<file path="src/rtl/bcd_mod_counter.sv">
// Multi-digit BCD counter with programmable terminal count, up/down direction,
// synchronous load with range checking, 74160-style cascade enables and a binary view.
module bcd_mod_counter #(
    parameter int unsigned DIGITS  = 2,
    parameter int unsigned MOD_MAX = 20,
    localparam int unsigned BIN_W  = (MOD_MAX > 1) ? $clog2(MOD_MAX + 1) : 1
) (
    input  logic                  clk,
    input  logic                  clr,
    input  logic                  sclr,
    input  logic                  load,
    input  logic [4*DIGITS-1:0]   data,
    input  logic                  enp,
    input  logic                  ent,
    input  logic                  up,
    output logic [4*DIGITS-1:0]   q,
    output logic [BIN_W-1:0]      qbin,
    output logic                  rco,
    output logic                  err
);

    localparam int unsigned W = 4 * DIGITS;

    function automatic logic [W-1:0] to_bcd(input int unsigned v);
        logic [W-1:0] r;
        int unsigned  t;
        r = '0;
        t = v;
        for (int i = 0; i < int'(DIGITS); i++) begin
            r[4*i +: 4] = 4'(t % 10);
            t           = t / 10;
        end
        return r;
    endfunction

    localparam logic [W-1:0] MOD_BCD = to_bcd(MOD_MAX);

    logic [W-1:0] q_q, q_d, q_inc, q_dec;
    logic         err_q, err_d;
    logic         data_ok, at_max, at_zero;
    logic         carry, borrow;
    logic [3:0]   dig;
    logic [BIN_W-1:0] qbin_acc;

    assign at_max  = (q_q == MOD_BCD);
    assign at_zero = (q_q == '0);

    // With every digit in 0..9, a plain magnitude compare of BCD words matches decimal order.
    always_comb begin
        data_ok = (data <= MOD_BCD);
        for (int i = 0; i < int'(DIGITS); i++) begin
            if (data[4*i +: 4] > 4'd9) data_ok = 1'b0;
        end
    end

    always_comb begin
        q_inc  = q_q;
        q_dec  = q_q;
        carry  = 1'b1;
        borrow = 1'b1;
        dig    = 4'd0;
        for (int i = 0; i < int'(DIGITS); i++) begin
            dig = q_q[4*i +: 4];
            if (carry) begin
                if (dig == 4'd9) begin
                    q_inc[4*i +: 4] = 4'd0;
                end else begin
                    q_inc[4*i +: 4] = dig + 4'd1;
                    carry           = 1'b0;
                end
            end
            if (borrow) begin
                if (dig == 4'd0) begin
                    q_dec[4*i +: 4] = 4'd9;
                end else begin
                    q_dec[4*i +: 4] = dig - 4'd1;
                    borrow          = 1'b0;
                end
            end
        end
    end

    always_comb begin
        q_d   = q_q;
        err_d = 1'b0;
        if (sclr) begin
            q_d = '0;
        end else if (load) begin
            if (data_ok) q_d   = data;
            else         err_d = 1'b1;
        end else if (enp && ent) begin
            if (up) q_d = at_max  ? '0      : q_inc;
            else    q_d = at_zero ? MOD_BCD : q_dec;
        end
    end

    always_ff @(posedge clk or negedge clr) begin
        if (!clr) begin
            q_q   <= '0;
            err_q <= 1'b0;
        end else begin
            q_q   <= q_d;
            err_q <= err_d;
        end
    end

    // Horner evaluation; modular arithmetic in BIN_W bits is exact because Q never exceeds MOD_MAX.
    always_comb begin
        qbin_acc = '0;
        for (int i = 0; i < int'(DIGITS); i++) begin
            qbin_acc = qbin_acc * BIN_W'(10) + BIN_W'(q_q[4*(int'(DIGITS)-1-i) +: 4]);
        end
    end

    assign q    = q_q;
    assign err  = err_q;
    assign qbin = qbin_acc;
    assign rco  = ent & (up ? at_max : at_zero);

endmodule

</file>
<file path="config.mk">
export PLATFORM = sky130hd
export DESIGN_NAME = bcd_mod_counter
export DESIGN_NICKNAME = d
export VERILOG_FILES = /design/src/rtl/bcd_mod_counter.sv
export SDC_FILE = /design/constraint.sdc
export NUM_CORES = 1
export LEC_CHECK = 0
export CAP_MARGIN = 5
export CELL_PAD_IN_SITES_DETAIL_PLACEMENT = 0
export CELL_PAD_IN_SITES_GLOBAL_PLACEMENT = 2
export CORE_MARGIN = 2
export CORE_UTILIZATION = 34
export CTS_BUF_LIST = sky130_fd_sc_hd__clkbuf_2 sky130_fd_sc_hd__clkbuf_4 sky130_fd_sc_hd__clkbuf_8
export CTS_CLUSTER_SIZE = 8
export DETAILED_ROUTE_END_ITERATION = 7
export DONT_BUFFER_PORTS = 1
export PLACE_DENSITY = 0.84
export SETUP_SLACK_MARGIN = 0.02
export SLEW_MARGIN = 20
export SYNTH_ARGS = -nofsm -noshare
export SYNTH_HDL_FRONTEND = slang
export SYNTH_SLANG_ARGS = --single-unit
</file>
<file path="constraint.sdc">
create_clock -name clk -period 1.95 [get_ports clk]
set_input_delay 0.195 -clock clk [delete_from_list [all_inputs] [get_ports clk]]
set_output_delay 0.195 -clock clk [all_outputs]
set_load 0.1 [all_outputs]
</file>
==> results of run 1 <==
layout make-up:
cell class                 instances  area, µm²  share of cell area, %
clock buffer                       4       30.0                   1.78
timing repair buffer              32        305                   18.0
multi-input combinational        116        996                   58.9
sequential                         9        250                   14.8
tap                               46       57.6                   3.40
inverter                          11       52.6                   3.11
path summary, 6_finish.rpt:
check                                        end  slack [ns]  cells after the start
worst min-delay path            q[0]$_DFFE_PN0P_        0.08                      2
worst max-delay path                         rco       -0.13                      9
min in group asynchronous       q[6]$_DFFE_PN0P_        0.30                      1
worst max register to register  q[4]$_DFFE_PN0P_       -0.04                      8
max in group asynchronous       q[2]$_DFFE_PN0P_        1.32                      1
worst min register to register  q[3]$_DFFE_PN0P_        0.65                      1
flip-flops by register name, summed over array words and instances (netlist names):
name	flops
q	8
err	1
routing by layer:
metal / GRT usage, % / wire [µm]
met1: 24.1 / 1440
met5: 0 / 0
met2: 30.1 / 1510
met4: 8.51 / 61
met3: 2.90 / 145
worst max-delay path: cells and delay by family, from the launching register on:
kind                       cells  cell delay, ns
AOI/OAI and AO/OA              1            0.05
adders and majority gates      1            0.12
buffers and inverters          3            0.42
DFF                            1            0.50
and+or+nand+nor                4            0.52
per-stage QoR:
step	TNS, ns	util [%]	setup slack [ns]	hold slack, ns
floorplan	-0.809	-	-0.239	-0.101
CTS	-0.514	50.9	-0.174	0.0759
global route	-0.961	51.5	-0.215	0.0909
finish	-0.483	51.5	-0.129	0.0785
detailed placement	-0.0397	47.0	-0.0316	-0.100
global placement	-0.0535	47.0	-0.0302	-0.100
synth_stat cells, types with 2 or more instances:
master | instances | area share, %
a21oi_1 | 8 | 3.5
a21o_1 | 2 | 1.3
xnor2_1 | 5 | 3.8
o311a_1 | 2 | 1.7
nand3_1 | 6 | 2.6
dfrtp_1 | 9 | 20
o211ai_1 | 3 | 2.0
nand2_1 | 14 | 4.6
o21ai_0 | 8 | 3.5
buf_2 | 3 | 1.3
nor2b_1 | 2 | 1.1
or2_2 | 2 | 1.1
a31oi_1 | 6 | 3.3
o21a_1 | 2 | 1.3
a22oi_1 | 3 | 2.0
ha_1 | 12 | 13
inv_1 | 11 | 3.6
nor2_1 | 13 | 4.3
kinds of logic (layout without fill, tap and decap cells):
logic type	Yosys count	after routing	share of synthesized area (%)
AND/OR/NAND/NOR	48	48	23.1
AO/OA/AOI/OAI	47	47	29.6
buffers and inverters	16	47	5.89
adder cells (fa/ha/maj)	13	13	14.8
flip-flops	9	9	19.6
XOR/XNOR	5	5	3.82
multiplexers	3	3	3.16
where the power goes:
part           leakage, nW  switching, mW  internal, mW  total, mW
Sequential           0.104         0.0560         0.229      0.285
Clock               0.0184         0.0685        0.0930      0.161
Combinational        0.551          0.964         0.592       1.56
Total                0.673           1.09         0.914       2.00
what timing repair did:
| item | 4_1_cts | 5_1_grt |
|---|---|---|
| hold buffers | 1 | 0 |
| gates resized for setup | 7 | 1 |
| gates cloned | 0 | 0 |
| endpoints found under the hold margin | 9 | 0 |
| setup buffers | 9 | 1 |
| pin swaps | 5 | 3 |
| setup endpoints to repair | 5 | 9 |
==> out/qor.csv, run 1 <==
stage,metric,value,unit
global_routing,grt_max_degree,20,
floorplanning,rows,21,
logic_synthesis,synth_ff_type,dfrtp_1,
sta,slew_headroom,64.0,%
floorplanning,start_util,34.9,%
setup_path,max_stage_delay,0.50,ns
global_routing,antenna_found_initial,0,
sta,hold_violations,0,
clocking,cts_buffers,3,
finish,fin_cells,218,
finish,final_cell_mix,"buf_4, nand2_1, nor2_1",
finish,antennaDiodeCount,0,
finish,area_growth,47.4,%
routing,firstDrtPassIters,4,
placement,dp_cells,203,
floorplanning,core-area,3280,µm²
setup_path,worst_ep_arrival_time,1.88,ns
clocking,cts_tree,yes,
clocking,clock_latency,0.27,ns
setup_path,reg2reg_from,q[4]$_DFFE_PN0P_,
placement,dpl_cell_area,1540,µm²
logic_synthesis,synth.distinct_cells,48,
sta,worst_pin_slew,0.544,ns
setup_path,cp_max_fo,4,
logic_synthesis,syn_area_per_cell,8.14,µm²
global_routing,grt_overflow_total,0,
logic_synthesis,synth_area,1150,µm²
placement,gp_congestion,0.819,
routing,avgViaCountPerCell,5.28,
floorplanning,die_area,3860,µm²
setup_path,crit_start,q[1]$_DFFE_PN0P_,
finish,stdcell_area,1690,µm²
setup_path,start_kind,flop,
placement,port_buffers,0,
sta,layout_setup_ws,-0.129,ns
routing,wire_per_inst,14.5,µm
logic_synthesis,synthesis.nets,169,
routing,ant_nets,0,
setup_path,cp_cell_sequence,inv_4 -> ha_4 -> nor3b_4 -> buf_4 -> nand2_2 -> nor2_2 -> a21oi_2 -> nor2b_4 -> buf_12,
routing,num_vias,1150,
routing,drt-initial-drc-count,77,
power_and_ir_drop,p_per_area,1180,nW/µm²
logic_synthesis,yosysWarnings,0,
outcome,status,"complete, but fails checks",
clocking,clk_pin_slew,0.06,ns
setup_path,path_class,reg -> out,
sta,post-route-period-util,107,%
clocking,clockRootBuffer,clkbuf_4,
sta,grt_setup_unrepaired,true,
setup_path,crit_path_top_delay_cell,dfrtp_4,
logic_synthesis,synthCells,141,
power_and_ir_drop,leakagePower,0.673,nW
routing,totalWireLength,3.16,mm
floorplanning,die_w,62.1,µm
sta,clock_skew,0.00516,ns
run,maxCapViolCount,0,
floorplanning,io_pins,30,
routing,drc,0,
finish,layout_commonest_cell,buf_4,
power_and_ir_drop,p_total,2.00,mW
clocking,htree_levels,1,
logic_synthesis,synth-seq-area-share,19.6,%
sta,period_needed,2.08,ns
setup_path,worstPathRequired,1.75,ns
clocking,cts_sinks,9,
global_routing,grt_pass1_vias,1123,
logic_synthesis,synth-edff-count,0,
sta,maxSlewViolCount,0,
power_and_ir_drop,peakVddDrop,0.299,mV
clocking,clockBufferDepth,2,
sta,max_clock_freq,0.481,GHz
global_routing,grt_usage,18.6,%
finish,fillers,306,
finish,drive_above_1_share,43.6,%
hold_path,hold_class,in -> reg,
floorplanning,dieHeight,62.1,µm
logic_synthesis,synthArstFlopShare,100,%
finish,nNetsFinal,201,
placement,dp_hpwl,2.48,mm
hold_path,hold_start,data[0],
global_routing,grt_pass1_wl,5.24,mm
logic_synthesis,ys_ff_latch,9,
setup_path,crit_path_end_kind,output pin,
sta,setup_viol,7,
outcome,violations,negative setup slack,
(Power assumes the default switching activity.)
==> inputs of run 2 (changes only) <==
--- a/config.mk
+++ b/config.mk
@@ -8,6 +8,7 @@
 export CAP_MARGIN = 5
 export CELL_PAD_IN_SITES_DETAIL_PLACEMENT = 0
 export CELL_PAD_IN_SITES_GLOBAL_PLACEMENT = 2
+export CORE_ASPECT_RATIO = 1.2
 export CORE_MARGIN = 2
 export CORE_UTILIZATION = 34
 export CTS_BUF_LIST = sky130_fd_sc_hd__clkbuf_2 sky130_fd_sc_hd__clkbuf_4 sky130_fd_sc_hd__clkbuf_8
==> out/qor.csv, run 2 (synthesis results as in run 1) <==
stage,metric,value,unit
routing,wl_met3,110,µm
finish,antennaDiodeCount,0,
routing,drc,0,
floorplanning,core-area,3280,µm²
finish,utilization,55.1,%
power_and_ir_drop,peakVddDrop,0.985,mV
clocking,cts_sinks,9,
sta,post-route-period-util,102,%
outcome,violations,negative setup slack,
global_routing,grt_max_degree,20,
routing,routed.top_layer,met4,
setup_path,path_class,reg -> out,
setup_path,ff2ff_path_depth,9,
routing,drt-initial-drc-count,23,
global_routing,grt_pass1_wl,5.93,mm
setup_path,cp_max_fo,4,
clocking,clock_latency,0.24,ns
floorplanning,io_pins,30,
routing,firstDrtPassIters,4,
clocking,clockRootBuffer,clkbuf_8,
setup_path,cp_cell_sequence,inv_4 -> ha_4 -> nor3b_4 -> and3_4 -> a21oi_2 -> nor2b_4 -> buf_12,
routing,num_vias,1218,
routing,wire_per_inst,17.0,µm
setup_path,crit_path_end_kind,output pin,
setup_path,crit_path_top_delay_cell,dfrtp_4,
sta,maxSlewViolCount,0,
finish,final_cell_mix,"buf_4, nand2_1, nor2_1",
global_routing,grt_pass1_vias,1245,
setup_path,start_kind,flop,
placement,dp_hpwl,2.69,mm
sta,clock_skew,0.00508,ns
sta,grt_setup_unrepaired,true,
clocking,htree_levels,1,
routing,avgViaCountPerCell,5.64,
floorplanning,die_w,57.0,µm
global_routing,grt_usage,20.0,%
floorplanning,rows,23,
routing,m1WireLength,1.61,mm
sta,max_clock_freq,0.501,GHz
sta,slew_headroom,70.8,%
finish,layout.area.seq,250,µm²
power_and_ir_drop,p_per_area,1210,nW/µm²
finish,layout_commonest_cell,buf_4,
finish,drive_above_1_share,46.9,%
finish,nNetsFinal,208,
routing,totalWireLength,3.68,mm
sta,hold_slack,0.112,ns
clocking,clockBufferDepth,2,
clocking,clk_pin_slew,0.04,ns
power_and_ir_drop,p_total,2.19,mW
setup_path,max_stage_delay,0.48,ns
setup_path,worstPathRequired,1.75,ns
global_routing,grt_overflow_total,0,
finish,largest_register_ffs,8,
finish,area_growth,57.5,%
outcome,status,"complete, but fails checks",
floorplanning,start_util,35.0,%
clocking,cts_buffers,3,
sta,setup_viol,6,
clocking,cts_tree,yes,
placement,port_buffers,0,
finish,fillers,317,
sta,period_needed,2.00,ns
global_routing,antenna_found_initial,0,
routing,ant_nets,0,
placement,gp_congestion,0.853,
sta,layout_setup_ws,-0.0476,ns
routing,wl_met2,1.89,mm
power_and_ir_drop,leakagePower,0.732,nW
hold_path,hold_class,in -> reg,
floorplanning,dieHeight,67.6,µm
run,maxCapViolCount,0,
hold_path,min_path_cells,2,
finish,multi_input_area,1030,µm²
floorplanning,die_area,3860,µm²
setup_path,worst_ep_arrival_time,1.80,ns
sta,hold_violations,0,
sta,worst_pin_slew,0.436,ns
[run 2: changes by cell type in the layout (fill, tap and decap cells not counted), moves of 2 or more]
cell,previous run,this run
clkbuf_4,4,1
buf_4,26,28
buf_6,0,5
clkbuf_8,0,3
[run 2: metal layers]
layer	up-vias	track usage, %
li1	592	-
met1	594	24.5
met2	27	34.5
met3	5	1.53
met4	0	11.6
met5	-	0
[run 2: through the flow]
stage / cell area [µm²] / cells / setup TNS [ns] / setup WS (ns)
finish: 1810 / 216 / -0.177 / -0.0476
global route: 1810 / 216 / -0.648 / -0.116
CTS: 1730 / 211 / -0.147 / -0.0624
detailed placement: 1540 / 195 / -0.00416 / -0.00416
global placement: 1540 / 195 / -0.0156 / -0.0156
floorplan: 1300 / 141 / -0.809 / -0.239
[run 2: where the power goes]
| group | total (mW) | internal (mW) | switching (mW) |
|---|---|---|---|
| sequential | 0.291 | 0.230 | 0.0609 |
| clock | 0.230 | 0.156 | 0.0742 |
| combinational | 1.67 | 0.655 | 1.02 |
[run 2: final cells by class]
cell class                 instances  area share, %
clock buffer                       4           2.70
inverter                          11           3.05
multi-input combinational        116           57.0
sequential                         9           13.9
tap                               37           2.56
timing repair buffer              39           20.8
[run 2: timing repair]
item | CTS | global route
pin swaps | 7 | 9
setup buffers | 11 | 6
hold buffers | 1 | 0
endpoints found under the hold margin | 9 | 0
endpoints found under the setup margin | 5 | 11
gates resized for setup | 6 | 11
gates cloned | 0 | 0
[run 2: critical path, delay by kind of cell (launching register included)]
family	cells	cell delay [ns]
simple gates	3	0.64
flops	1	0.48
buf+inv	2	0.25
fa+ha+maj	1	0.13
compound gates	1	0.07
[run 2: worst paths after layout]
check,from,end,slack [ns]
worst max-delay path,q[1]$_DFFE_PN0P_,rco,-0.05
worst min-delay path,data[0],q[0]$_DFFE_PN0P_,0.11
worst max register to register,q[1]$_DFFE_PN0P_,q[4]$_DFFE_PN0P_,-0.04
worst min register to register,q[7]$_DFFE_PN0P_,q[7]$_DFFE_PN0P_,0.67
max in group asynchronous,clr,q[6]$_DFFE_PN0P_,1.30
min in group asynchronous,clr,q[0]$_DFFE_PN0P_,0.32
